--- config.mk ---
export PLATFORM = sky130hd
export DESIGN_NAME = bitcount_sequencer
export DESIGN_NICKNAME = d
export VERILOG_FILES = /design/src/rtl/bitcount_sequencer.sv
export SDC_FILE = /design/constraint.sdc
export NUM_CORES = 1
export LEC_CHECK = 0
export CELL_PAD_IN_SITES_DETAIL_PLACEMENT = 0
export CELL_PAD_IN_SITES_GLOBAL_PLACEMENT = 1
export CORE_ASPECT_RATIO = 2
export CORE_MARGIN = 2
export CORE_UTILIZATION = 35
export DETAILED_ROUTE_END_ITERATION = 7
export GPL_TIMING_DRIVEN = 0
export PLACE_DENSITY_LB_ADDON = 0.1
export RECOVER_POWER = 25
export SLEW_MARGIN = 25
export SYNTH_ARGS = -nofsm -noshare
export SYNTH_HDL_FRONTEND = slang
export SYNTH_SLANG_ARGS = --single-unit
--- constraint.sdc ---
create_clock -name clk -period 6.79 [get_ports clk]
set_input_delay 1.358 -clock clk [delete_from_list [all_inputs] [get_ports clk]]
set_output_delay 1.358 -clock clk [all_outputs]
set_load 0.01 [all_outputs]
--- src/rtl/bitcount_sequencer.sv ---
// Multi-cycle bit counter: CPOP, CLZ and CTZ over a DATA_WIDTH operand.
// The operand is processed one byte per cycle, so latency is fixed at DATA_WIDTH/8 RUN cycles.
// Ports:
//   clk, rst            - clock, asynchronous active-high reset
//   in_valid, in_ready  - request handshake (accepted only in IDLE)
//   op, operand         - 00 CPOP, 01 CLZ, 10 CTZ, 11 reserved (gives 0); source value
//   out_valid, out_ready- result handshake (held in DONE until accepted)
//   result              - zero-extended count, forced to 0 while out_valid is low
//   busy                - high whenever the FSM is not idle
module bitcount_sequencer #(
  parameter int unsigned DATA_WIDTH = 32
) (
  input  logic                  clk,
  input  logic                  rst,
  input  logic                  in_valid,
  output logic                  in_ready,
  input  logic [1:0]            op,
  input  logic [DATA_WIDTH-1:0] operand,
  output logic                  out_valid,
  input  logic                  out_ready,
  output logic [DATA_WIDTH-1:0] result,
  output logic                  busy
);

  localparam int unsigned Beats = DATA_WIDTH / 8;
  localparam int unsigned CntW  = $clog2(DATA_WIDTH + 1);
  localparam logic [CntW-1:0] LastBeat = CntW'(Beats - 1);

  localparam logic [1:0] OpCpop = 2'b00;
  localparam logic [1:0] OpClz  = 2'b01;
  localparam logic [1:0] OpCtz  = 2'b10;

  typedef enum logic [1:0] {StIdle, StRun, StDone} state_e;

  state_e                state_q, state_d;
  logic [1:0]            op_q, op_d;
  logic [DATA_WIDTH-1:0] shift_q, shift_d;
  logic [CntW-1:0]       acc_q, acc_d;
  logic [CntW-1:0]       cnt_q, cnt_d;
  logic                  found_q, found_d;

  logic [DATA_WIDTH-1:0] operand_rev;
  logic [7:0]            chunk;
  logic [3:0]            chunk_pop;
  logic [3:0]            chunk_tz;

  // CLZ is computed as CTZ of the bit-reversed operand.
  always_comb begin
    operand_rev = '0;
    for (int i = 0; i < DATA_WIDTH; i++) begin
      operand_rev[i] = operand[DATA_WIDTH-1-i];
    end
  end

  assign chunk = shift_q[7:0];

  always_comb begin
    chunk_pop = '0;
    for (int i = 0; i < 8; i++) begin
      chunk_pop = chunk_pop + {3'b000, chunk[i]};
    end
  end

  // Trailing-zero count of one byte; an all-zero byte yields 8.
  always_comb begin
    chunk_tz = 4'd8;
    for (int i = 7; i >= 0; i--) begin
      if (chunk[i]) chunk_tz = 4'(i);
    end
  end

  always_comb begin
    state_d = state_q;
    op_d    = op_q;
    shift_d = shift_q;
    acc_d   = acc_q;
    cnt_d   = cnt_q;
    found_d = found_q;
    unique case (state_q)
      StIdle: begin
        if (in_valid) begin
          state_d = StRun;
          op_d    = op;
          shift_d = (op == OpClz) ? operand_rev : operand;
          acc_d   = '0;
          cnt_d   = '0;
          found_d = 1'b0;
        end
      end
      StRun: begin
        shift_d = shift_q >> 8;
        cnt_d   = cnt_q + CntW'(1);
        case (op_q)
          OpCpop: acc_d = acc_q + CntW'(chunk_pop);
          OpClz, OpCtz: begin
            if (!found_q) begin
              acc_d   = acc_q + CntW'(chunk_tz);
              found_d = (chunk != 8'h00);
            end
          end
          default: acc_d = acc_q;
        endcase
        if (cnt_q == LastBeat) state_d = StDone;
      end
      StDone: begin
        if (out_ready) state_d = StIdle;
      end
      default: state_d = StIdle;
    endcase
  end

  always_ff @(posedge clk or posedge rst) begin
    if (rst) begin
      state_q <= StIdle;
      op_q    <= 2'b00;
      shift_q <= '0;
      acc_q   <= '0;
      cnt_q   <= '0;
      found_q <= 1'b0;
    end else begin
      state_q <= state_d;
      op_q    <= op_d;
      shift_q <= shift_d;
      acc_q   <= acc_d;
      cnt_q   <= cnt_d;
      found_q <= found_d;
    end
  end

  assign in_ready  = (state_q == StIdle);
  assign out_valid = (state_q == StDone);
  assign busy      = (state_q != StIdle);
  assign result    = out_valid ? DATA_WIDTH'(acc_q) : '0;

endmodule

==> out/qor.txt, run 1 <==
Initial DRC Count - 137
Final #Nets - 564
Root Buffer - clkbuf_16
setup tns final - 0 ns
Clock Pin Slew Worst Setup and Hold Paths - 0.07 ns
failing checks - capacitance limit, slew limit
critical path peak fanout - 6
kind of critical path - flop to flop
global-route wire length before repair - 16.0 mm
HP Start - shift_q[31]
I/O pins - 73
WP data required - 6.95 ns
slowest CP cell - fa_1
initial antenna violation count - 0
#FFs+latches synth - 49
area of the multi-input gates - 0.00187 mm^2
GRT Resource Usage Total - 20.2%
r2r startpoint - shift_q[0]
worst hold path class - flop to flop
vias in the first global route - 3116
worst slew pin tran - 2.30 ns
Rows - 50
post-layout min period - 3.72 ns
r2r endpoint - acc_q[4]
Synth top area share - 36.2%
register area - 0.00123 mm^2
Syn-to-layout area delta - 24.4%
Worst Setup Slack, final - 3.07 ns
CTS resizes - 0
CTS Buf Count - 5
CP most frequent cell - fa_1
clock buffer depth - 2
die width - 73.5 um
EDFF count, synth - 0
Max Freq - 269 MHz
peak supply drop - 0.147 mV
hold path depth - 2
Worst Skew - 0.00468 ns
DR pass1 iterations - 4
Crit path largest cell delay - 0.55 ns
die area - 0.0105 mm^2
layout cell share with drive strength beyond 1 - 9.25%
die span in y - 143 um
largest cells by area after synthesis - dfrtp_1 (36%), nor2_1 (9.8%), nand2_1 (7.3%), buf_4 (5.8%), ha_1 (4.8%)
H-tree levels - 2
CTS Hold Bufs - 0
Pleak - 1.97 nW
Design Power - 1.95 mW
Cells after Synth - 429
RSZ-0062 raised after global routing - false
cells on worst reg2reg path - 11
Core ar. - 0.00938 mm^2
Final Setup Violations - 0
Post-synth ARST share - 100%
crit path DAT - 3.88 ns
Routed Wire Length - 10.2 mm
Buffers on Ports - 46
status - finished, violations left
post-synthesis cell type count - 39
crit end category - flop
post-CTS repair timing setup buffer count - 0
Final Hold Fails - 0
CP Cell Sequence - fa_1 -> inv_1 -> fa_1 -> fa_1 -> fa_1 -> fa_1 -> nor2b_1 -> o21ai_0 -> a211oi_2 -> xnor2_1 -> a21oi_1
ANT nets after route - 0
Vias - 3196
pre-CTS WS - 3.06 ns
post-DP HPWL - 7.96 mm
Rel. slew slack - -54.2%
Min-Delay Endpoint - shift_q[31]
R2R setup slack - 3.07 ns
maxcap violations - 1
PD cells - 463 mW/mm^2
synthesized cell area - 0.00338 mm^2
insertion delay to the later sink of the worst-skew pair - 0.29 ns
routed vias/inst - 5.22
largest net degree at the start of global routing - 50
Initial Util - 36.1%
filler cell count in the final layout - 993
Final Max Tran Viols - 50
grt total ovfl - 0
routability cong. - 0.867
syn_area_per_cell - 7.89 um^2
n_diodes - 0
Primary FF master, synth - dfrtp_1
synth warn - 0
Yosys top cell by area - dfrtp_1
CTS sink cnt - 49
Critical Path Start Type - flop
Residual DRC - 0
CTS tree - done
post-synthesis sequential area ratio - 36.2%
WL per Instance - 16.7 um
crit share post-route - 54.8%
==> cells in the mapped netlist (3+ instances only) <==
cell type / instances
nand2_1: 66
o31ai_1: 5
buf_1: 3
xor2_1: 3
fa_1: 6
nand3_1: 3
dfrtp_1: 49
nor2b_1: 5
nor2_1: 88
a31oi_1: 25
a21oi_1: 11
buf_2: 8
o22ai_1: 23
buf_4: 26
clkbuf_1: 12
and2_1: 5
nand2b_1: 7
mux2i_1: 10
inv_1: 20
ha_1: 13
o21ai_0: 19
==> state kept, by name (all words and copies together) (netlist names) <==
register and cells:
op_q 2, found_q 1, cnt_q 6, shift_q 32
acc_q 6, state_q 2
==> cells in the final DEF, fill, tap and decap left out, drive strengths merged, types with 5 or more instances in the layout <==
cell type,n
clkdlybuf4s50,43
o22ai,23
nand2b,7
dfrtp,49
a31oi,25
conb,26
ha,13
o21ai,19
a21oi,11
clkbuf,19
and2,5
buf,38
nand2,66
o31ai,5
nor2b,5
fa,6
nor2,88
mux2i,10
inv,19
==> area by class of cell <==
type / instances / share of cell area (%)
well taps: 104 / 3.09
repair buffers: 46 / 10.9
multi-input cells: 335 / 44.5
flip-flops and latches: 49 / 29.1
clock inverters: 1 / 0.178
inverters: 20 / 1.81
clock buffers: 7 / 3.15
plain buffers: 50 / 7.19
==> critical path: cells and delay by family (launching register included) <==
family,cells,cell delay (ns)
and+or+nand+nor,1,0.19
adders and majority gates,5,2.32
AOI/OAI and AO/OA,3,0.42
buffers and inverters,1,0.05
DFF,1,0.46
xor gates and xnor gates,1,0.15
==> logic make-up after synthesis <==
group | count (synthesis) | share of synthesized area (%)
buffers and inverters | 70 | 11.2
xor gates and xnor gates | 4 | 1.04
other | 1 | 0.111
DFF | 49 | 36.2
adders and majority gates | 19 | 8.36
muxes | 12 | 3.62
and+or+nand+nor | 180 | 21.8
AOI/OAI and AO/OA | 94 | 17.7
==> how the worst max path moves through the flow <==
stage / startpoint / endpoint / slack [ns]
after floorplan: shift_q[0] / acc_q[4] / 3.34
after global placement: shift_q[0] / acc_q[4] / 3.09
after detailed placement: shift_q[0] / acc_q[4] / 3.06
after CTS: shift_q[0] / acc_q[4] / 3.06
after global routing: shift_q[0] / acc_q[4] / 2.93
final: shift_q[0] / acc_q[4] / 3.07
==> power breakdown <==
group | internal [mW] | switching, mW
Sequential | 0.421 | 0.128
Clock | 0.137 | 0.117
Combinational | 0.479 | 0.665
==> per-stage QoR <==
step                      cell area, um^2  hold WS, ns  cells  utilization (%)
after floorplan                      3480        0.450    454                -
after global placement               4070        0.463    604             43.4
after detailed placement             4070        0.473    604             43.4
after CTS                            4210        0.489    612             44.9
after global routing                 4210        0.512    612             44.9
final                                4210        0.489    612             44.9
==> metal layers <==
metal / routed length (um) / GRT usage [%] / vias up
met4: 344 / 9.38 / 0
met5: 0 / 0 / -
met3: 412 / 2.26 / 22
met1: 3740 / 21.5 / 1508
li1: - / - / 1553
met2: 5740 / 38.0 / 113
No activity file was read; power rests on OpenSTA's default activity.
==> inputs of run 2 (changes only) <==
Clock period 6.79 ns to 3.6 ns, I/O delays scaled along.
==> run 2 against run 1 <==
Against the previous run:
- the flow still finishes with violations (capacitance limit, slew limit)
- clock power increased by 87%
- global-route usage increased by 0.071 points
- via count increased by 0.47%
- die area unchanged
- final area increased by 0.68%
- largest cell class unchanged
==> out/qor.txt, run 2 (same netlist as run 1, synthesis figures left out) <==
status - finished, violations left (unchanged)
failing checks - capacitance limit, slew limit (unchanged)
insertion delay to the later sink of the worst-skew pair - 0.29 ns (about the same)
initial antenna violation count - 0 (unchanged)
WHS - 0.491 ns (was 0.489 ns)
grt total ovfl - 0 (unchanged)
WP data required - 3.76 ns (was 6.95 ns)
maxcap violations - 1 (unchanged)
H-tree levels - 2 (unchanged)
Rel. slew slack - -31.1% (was -54.2%)
Buffers on Ports - 46 (unchanged)
kind of critical path - flop to flop (unchanged)
PD cells - 886 mW/mm^2 (was 463 mW/mm^2)
CTS Hold Bufs - 0 (unchanged)
Final #Nets - 566 (was 564)
pre-CTS WS - -0.128 ns (was 3.06 ns)
die area - 0.0105 mm^2 (unchanged)
most common cell after layout, fill and taps aside - nor2_1 (unchanged)
Crit path max-delay family - adder cells (unchanged)
peak supply drop - 0.277 mV (was 0.147 mV)
post-layout min period - 3.50 ns (was 3.72 ns)
clock buffer depth - 2 (unchanged)
Initial DRC Count - 152 (was 137)
Worst Setup Slack, final - 0.101 ns (was 3.07 ns)
worst slew pin tran - 1.96 ns (was 2.30 ns)
Vias - 3211 (was 3196)
layout cell share with drive strength beyond 1 - 10.8% (was 9.25%)
I/O pins - 73 (unchanged)
slowest CP cell - fa_1 (unchanged)
CTS tree - done (unchanged)
Residual DRC - 0 (unchanged)
max reg flops - 32 (unchanged)
CTS sink cnt - 49 (unchanged)
crit path DAT - 3.66 ns (was 3.88 ns)
Worst Skew - 0.00493 ns (was 0.00468 ns)
Pleak - 1.98 nW (was 1.97 nW)
GRT Resource Usage Total - 20.3% (was 20.2%)
worst hold path class - flop to flop (unchanged)
n_diodes - 0 (unchanged)
Core ar. - 0.00938 mm^2 (unchanged)
Final Setup Violations - 0 (unchanged)
global-route wire length before repair - 16.1 mm (was 16.0 mm)
ANT nets after route - 0 (unchanged)
Final Non-Filler Cells - 614 (was 612)
Design Power - 3.76 mW (was 1.95 mW)
DR pass1 iterations - 4 (unchanged)
RSZ-0062 raised after global routing - true (was false)
Final Max Tran Viols - 50 (unchanged)
Syn-to-layout area delta - 25.2% (was 24.4%)
R2R setup slack - 0.10 ns (was 3.07 ns)
CP most frequent cell - fa_1 (unchanged)
commonest cells after routing, fill and taps aside - nor2_1 (88), nand2_1 (66), dfrtp_1 (46) (was nor2_1 (88), nand2_1 (66), dfrtp_1 (49))
largest net degree at the start of global routing - 50 (unchanged)
routed vias/inst - 5.23 (was 5.22)
crit end category - flop (unchanged)
routability cong. - 0.867 (unchanged)
Rows - 50 (unchanged)
CTS Buf Count - 5 (unchanged)
CP Cell Sequence - fa_1 -> inv_1 -> fa_1 -> fa_1 -> fa_2 -> fa_2 -> nor2b_2 -> o21ai_0 -> a211oi_2 -> xnor2_1 -> a21oi_1 (was fa_1 -> inv_1 -> fa_1 -> fa_1 -> fa_1 -> fa_1 -> nor2b_1 -> o21ai_0 -> a211oi_2 -> xnor2_1 -> a21oi_1)
Root Buffer - clkbuf_16 (unchanged)
Crit path largest cell delay - 0.53 ns (was 0.55 ns)
filler cell count in the final layout - 993 (unchanged)
Clock Pin Slew Worst Setup and Hold Paths - 0.07 ns (about the same)
Buffers & Inverters on Critical Path - 1 (unchanged)
Routed Wire Length - 10.2 mm (about the same)
die width - 73.5 um (unchanged)
die span in y - 143 um (unchanged)
crit share post-route - 97.2% (was 54.8%)
Placed Cells - 604 (unchanged)
vias in the first global route - 3130 (was 3116)
post-DP HPWL - 7.96 mm (unchanged)
Largest Register - shift_q (unchanged)
Critical Path Start Type - flop (unchanged)
Final Hold Fails - 0 (unchanged)
WL per Instance - 16.7 um (about the same)
Max Freq - 286 MHz (was 269 MHz)
critical path peak fanout - 2 (was 6)
Initial Util - 36.1% (unchanged)
setup tns final - 0 ns (unchanged)
largest registers - shift_q: 32 flops, acc_q: 6 flops, cnt_q: 6 flops (unchanged)
## run 2: cell types whose count changed in the layout (fill, tap and decap cells not counted), sizes merged
cell	delta
inv	+1
clkdlybuf4s50	+2
buf	+2
clkinvlp	-1
dlygate4sd3	-2
## run 2: final cells by class
type | count | area [um^2] | area share, %
tap | 104 | 130 | 3.07
inverter | 20 | 75.1 | 1.77
multi-input combinational | 335 | 1890 | 44.5
clock buffer | 7 | 133 | 3.13
sequential | 49 | 1230 | 29.0
clock inverter | 1 | 7.51 | 0.177
timing repair buffer | 48 | 475 | 11.2
buffer | 50 | 303 | 7.14
## run 2: worst paths after layout
path | from | endpoint | cells after the start
max reg2reg | shift_q[0] | acc_q[4] | 11
max | shift_q[0] | acc_q[4] | 11
max in group asynchronous | rst | shift_q[0] | 2
min | shift_q[31] | shift_q[31] | 2
min reg2reg | shift_q[31] | shift_q[31] | 2
min in group asynchronous | rst | shift_q[18] | 2
## run 2: power breakdown
group	total (mW)	switching (mW)	internal (mW)
sequential	1.02	0.227	0.797
combinational	2.25	1.30	0.950
clock	0.478	0.219	0.259
## run 2: layer usage
layer	global-route usage (%)	vias up	part of all wire, %
li1	-	1558	-
met1	21.6	1497	35
met2	37.9	125	56
met3	2.26	31	5.0
met4	9.76	0	4.3
met5	0	-	0
## run 2: stage by stage
stage	area (um^2)	util (%)
floorplan	3480	-
global placement	4070	43.4
detailed placement	4070	43.4
CTS	4230	45.1
global route	4240	45.2
finish	4240	45.2
## run 2: tightest hold or removal path: cells and delay by family (launching register included)
family	cells	cell delay, ns
DFF	1	0.35
AOI/OAI and AO/OA	1	0.06
and+or+nand+nor	1	0.05
## run 2: timing repair
| item | 4_1_cts | 5_1_grt |
|---|---|---|
| gates cloned | 0 | 0 |
| pin swaps | 1 | 1 |
| gates resized for setup | 4 | 3 |
| setup endpoints to repair | 2 | 2 |
| buffers inserted | 2 | 0 |
